$ cat config.mk
export PLATFORM = sky130hd
export DESIGN_NAME = counter_10k
export DESIGN_NICKNAME = d
export VERILOG_FILES = /design/src/rtl/counter_10k_pkg.sv /design/src/rtl/counter_10k.sv
export SDC_FILE = /design/constraint.sdc
export NUM_CORES = 1
export LEC_CHECK = 0
export BUFFER_PORTS_ARGS = -buffer_cell sky130_fd_sc_hd__buf_2
export CORE_AREA = 2 2 43 45
export DETAILED_ROUTE_END_ITERATION = 10
export DIE_AREA = 0 0 45 47
export GPL_TIMING_DRIVEN = 0
export HOLD_SLACK_MARGIN = 0.08
export PLACE_DENSITY = 0.72
export SYNTH_ARGS = -nofsm -noshare
export SYNTH_HDL_FRONTEND = slang
export SYNTH_SLANG_ARGS = --single-unit
$ cat constraint.sdc
create_clock -name clockSource -period 2 [get_ports clockSource]
set_input_delay 0.6 -clock clockSource [delete_from_list [all_inputs] [get_ports clockSource]]
set_output_delay 0.6 -clock clockSource [all_outputs]
set_load 0.005 [all_outputs]
$ cat src/rtl/counter_10k_pkg.sv
// ---------------------------------------------------------------------------
// counter_10k_pkg
// Shared constants for the counter_10k period counter.
//   TERMINAL_DEFAULT : clock cycles per period (default 10000)
//   WIDTH_DEFAULT    : counter width in bits, 2**WIDTH_DEFAULT >= TERMINAL_DEFAULT
// ---------------------------------------------------------------------------
package counter_10k_pkg;

  localparam int TERMINAL_DEFAULT = 10000;
  localparam int WIDTH_DEFAULT    = 14;

endpackage : counter_10k_pkg

$ cat src/rtl/counter_10k.sv
// ---------------------------------------------------------------------------
// counter_10k
// Free-running period counter.
// The counter advances on enabled clock edges and wraps to 0 after reaching
// TERMINAL-1. It emits a single-cycle pulse in the cycle after the wrap.
//
// Parameters
//   TERMINAL : counted cycles per period (2 .. 2**WIDTH)
//   WIDTH    : counter width in bits
//
// Ports
//   clockSource  : in  - sole clock, rising edge
//   resetCounter : in  - asynchronous active-low reset
//   enable       : in  - count enable
//   clear        : in  - synchronous restart of the period; has priority over enable
//   sigChanged   : out - registered one-cycle pulse on wrap
//   count        : out - registered current count, 0 .. TERMINAL-1
// ---------------------------------------------------------------------------
module counter_10k
  import counter_10k_pkg::*;
#(
  parameter int TERMINAL = TERMINAL_DEFAULT,
  parameter int WIDTH    = WIDTH_DEFAULT
) (
  input  logic             clockSource,
  input  logic             resetCounter,
  input  logic             enable,
  input  logic             clear,
  output logic             sigChanged,
  output logic [WIDTH-1:0] count
);

  // TERMINAL-1 always fits in WIDTH bits because TERMINAL <= 2**WIDTH.
  localparam logic [WIDTH-1:0] LAST_COUNT = WIDTH'(TERMINAL - 1);

  logic atLast;

  // Wrap is decided by an explicit terminal compare rather than by overflow,
  // so non-power-of-two periods work.
  assign atLast = (count == LAST_COUNT);

  // Registered outputs: count and pulse
  always_ff @(posedge clockSource or negedge resetCounter) begin
    if (!resetCounter) begin
      count      <= '0;
      sigChanged <= 1'b0;
    end else if (clear) begin
      // A clear landing on the terminal count also kills that period's pulse.
      count      <= '0;
      sigChanged <= 1'b0;
    end else if (enable) begin
      if (atLast) begin
        count      <= '0;
        sigChanged <= 1'b1;
      end else begin
        count      <= count + WIDTH'(1);
        sigChanged <= 1'b0;
      end
    end else begin
      sigChanged <= 1'b0;
    end
  end

endmodule : counter_10k

==> metrics.log <==
INFO  metric worst_clock_skew = 0.003251 ns
INFO  metric power-per-cell-area = 546.0 nW/um^2
INFO  metric detailroute.via_count = 742
INFO  metric cts_hold_buffers = 0
INFO  metric detailed_place_hpwl = 1261 um
INFO  metric tritoncts = yes
INFO  metric crit_path_cell_trace = ha_1 > and4bb_2 > nand4b_1 > o21bai_2 > nor2_1
INFO  metric synth_sequential_area_ratio = 46.15%
INFO  metric synth.top_cell.area_share = 46.15%
INFO  metric die_h = 47 um
INFO  metric post-route-period-util = 86.04%
INFO  metric cts.root.buffer_cell = sky130_fd_sc_hd__clkbuf_4
INFO  metric crit_path_start_kind = flip-flop
INFO  metric max_slew_margin = a little under three quarters
INFO  metric yosys_warnings = 0
INFO  metric vdd_drop_max = 0.3540 mV
INFO  metric die_width = 45 um
INFO  metric std_cell_rows = 15
INFO  metric timing.rr.end = count[5]$_DFFE_PN0P_
INFO  metric timing.final.setup_violations = 0
INFO  metric cts.path.max_buffers = 2
INFO  metric drv_cap = 0
INFO  metric grt_max_degree = 16
INFO  metric finish.cell_count_without_fillers = ~130
INFO  metric clk_pin_slew_worst_paths = 0.09 ns
INFO  metric post_dp_cell_area = 924.6 um^2
INFO  metric dp_cells = 121
INFO  metric gp_congestion = 0.7815
INFO  metric run_status = finished, final reports clean
INFO  metric regToRegStartpoint = count[0]$_DFFE_PN0P_
INFO  metric timing_worst_setup_path_type = reg2reg
INFO  metric worst_path_max_delay_cell = sky130_fd_sc_hd__dfrtp_1
INFO  metric syn-num-nets = 92
INFO  metric reg2regPathDepth = 5
INFO  metric cts.sinks = 15
INFO  metric end_kind = flip-flop
INFO  metric antenna_cells_inserted = 0
INFO  metric initial_detailed_routing_violation_count = 29
INFO  metric detail_routed_net_length_per_standard_cell = 13.87 um
INFO  metric crit_family = simple AND/OR/NAND/NOR gates
INFO  metric yosys.cell_types.count = 30
INFO  metric hp-class = in2async
INFO  metric cts.htree.levels = 1
INFO  metric grt_pass1_wl = 2904 um
INFO  metric synth_area = roughly 800 um^2
INFO  metric final_cell_mix = sky130_fd_sc_hd__buf_2, sky130_fd_sc_hd__dfrtp_1, sky130_fd_sc_hd__nor2_1
INFO  metric r2r_setup_slack = 0.28 ns
INFO  metric setup_total_negative_slack = 0 ns
INFO  metric core_region_area = between 1500 and 2000 um^2
INFO  metric clock.fmax = 0.5812 GHz
INFO  metric detailed_route_vias_per_instance = 5.936
INFO  metric dp_worst_setup_slack = 0.1169 ns
INFO  metric seq_area = 375.4 um^2
INFO  metric timing.final.ws_setup = 0.2793 ns
INFO  metric worst_pin_slew = 0.4314 ns
INFO  metric share_of_final_layout_standard_cells_stronger_than_drive_strength_1 = 25.00%
INFO  metric initial_core_util = between 40% and 50%
INFO  metric cpPeakStageDelay = 0.50 ns
INFO  metric syn-instance-count = 86
INFO  metric timing.critical_path.required = 2.17 ns
INFO  metric synth_top_cell_by_area = sky130_fd_sc_hd__dfrtp_1
INFO  metric ys_seq_elements = 15
INFO  metric drt-pass1-iter-count = 4
INFO  metric numCtsBuffers = 3
INFO  metric area_taken_by_multi_input_logic_gates = 430.4 um^2
INFO  metric io-pin-count = 19
INFO  metric total_leakage_power = 0.4474 nW
INFO  metric final.fill_count = around 160
INFO  metric globalRouteTotalUtil = 19.38%
INFO  metric drt_drc_violations_left = 0
INFO  metric skew_pair_late_insertion_delay = 0.29 ns
INFO  metric synth.area.top_cells = sky130_fd_sc_hd__dfrtp_1, sky130_fd_sc_hd__nor2_1, sky130_fd_sc_hd__xnor2_1, sky130_fd_sc_hd__nand2_1, sky130_fd_sc_hd__xor2_1
INFO  metric finalInstanceArea = roughly 960 um^2
INFO  metric worstSetupStartpoint = count[0]$_DFFE_PN0P_
INFO  metric slew_viol_final = 0
INFO  metric grt-ovfl-total = 0
INFO  metric critPathMaxFanout = 8
INFO  metric arrival = 1.89 ns
INFO  metric via_count_of_the_first_global_routing_pass = 647
INFO  metric count_of_input_and_output_buffers = 18
INFO  metric final_common_cell = sky130_fd_sc_hd__buf_2
INFO  metric nets_final = 115
INFO  metric period_needed = 1.721 ns
INFO  metric grt_antenna_before_repair = 0
INFO  metric finalHoldViolations = 0
INFO  metric postSynthAreaPerCell = roughly 9.5 um^2
INFO  metric wl = 1734 um
INFO  metric critPathBufInv = 0
INFO  metric rsz_0062_raised_after_global_routing = no
INFO  metric die_area = 2115 um^2
INFO  metric drt.antenna.violating_nets = 0
INFO  metric area_delta_synth_final = 17.54%
INFO  metric finalPower = 521.9 uW
-- timing repair --
| action | CTS | global route |
|---|---|---|
| resized for setup | 0 | 1 |
| setup endpoints to repair | 0 | 7 |
| setup buffers | 0 | 0 |
-- power breakdown --
group | internal (mW) | switching, mW | total [mW] | leakage (nW)
combinational | 0.0109 | 0.0233 | 0.0342 | 0.221
clock | 0.0744 | 0.0992 | 0.174 | 0.0177
sequential | 0.307 | 0.00758 | 0.314 | 0.208
-- worst max-delay path by stage --
stage / end / depth (start not counted) / slack [ns]
after global routing: count[2]$_DFFE_PN0P_ / 5 / 0.1
after floorplan: count[2]$_DFFE_PN0P_ / 5 / 0.45
after detailed placement: count[5]$_DFFE_PN0P_ / 5 / 0.12
after global placement: count[8]$_DFFE_PN0P_ / 5 / 0.17
final: count[5]$_DFFE_PN0P_ / 5 / 0.28
after CTS: count[5]$_DFFE_PN0P_ / 5 / 0.12
-- layout make-up --
type,instances,area share [%]
timing repair buffer,18,9.424
clock inverter,1,0.5236
buffer,1,0.3927
tap,17,2.225
clock buffer,3,2.356
multi-input combinational,68,45.03
sequential,15,39.27
inverter,2,0.7853
-- worst reg2reg max path, cell delays in order, from the launching register on --
cell                       delay (ns)
sky130_fd_sc_hd__dfrtp_1         0.50
sky130_fd_sc_hd__ha_1            0.22
sky130_fd_sc_hd__and4bb_2        0.22
sky130_fd_sc_hd__nand4b_1        0.21
sky130_fd_sc_hd__o21bai_2        0.36
sky130_fd_sc_hd__nor2_1          0.09
-- metal layers --
| layer | track usage [%] | routed length [um] |
|---|---|---|
| met1 | 25.42 | 797 |
| met2 | 31.43 | 806 |
| met5 | 0 | 0 |
| met4 | 10.59 | 38 |
| met3 | 2.308 | 93 |
-- synth_stat cells (all sizes together) --
cell type  count
or2            2
o31ai          2
a32o           1
o211ai         1
and4bb         1
ha             2
a21bo          1
nor4           3
and3           1
inv            2
nand4b         1
a22oi          2
dfrtp         15
nor2          12
or4            2
clkbuf         1
o2111ai        2
nand2b         1
xor2           3
nand4          2
nand2          9
o21ai          5
a32oi          1
o21bai         1
nor3           4
xnor2          4
nor2b          1
nand3          4
-- state kept, by name, summed over array words and instances (netlist names) --
signal,flops
count,14
sigChanged,1
-- stage by stage --
step           hold slack [ns]  util [%]
6_report                0.1976     57.88
2_1_floorplan           0.3044         -
4_1_cts                 0.2040     57.65
3_5_place_dp            0.5210     55.98
5_1_grt                 0.2203     57.88
3_3_place_gp            0.5187     55.98
-- cell families after synthesis --
logic type | synth area share [%]
compound gates | 14.31
xor+xnor | 7.539
buf+inv | 1.385
simple gates | 27.54
fa+ha+maj | 3.076
flops | 46.15
Note: power is estimated with default switching activity, not from simulation.
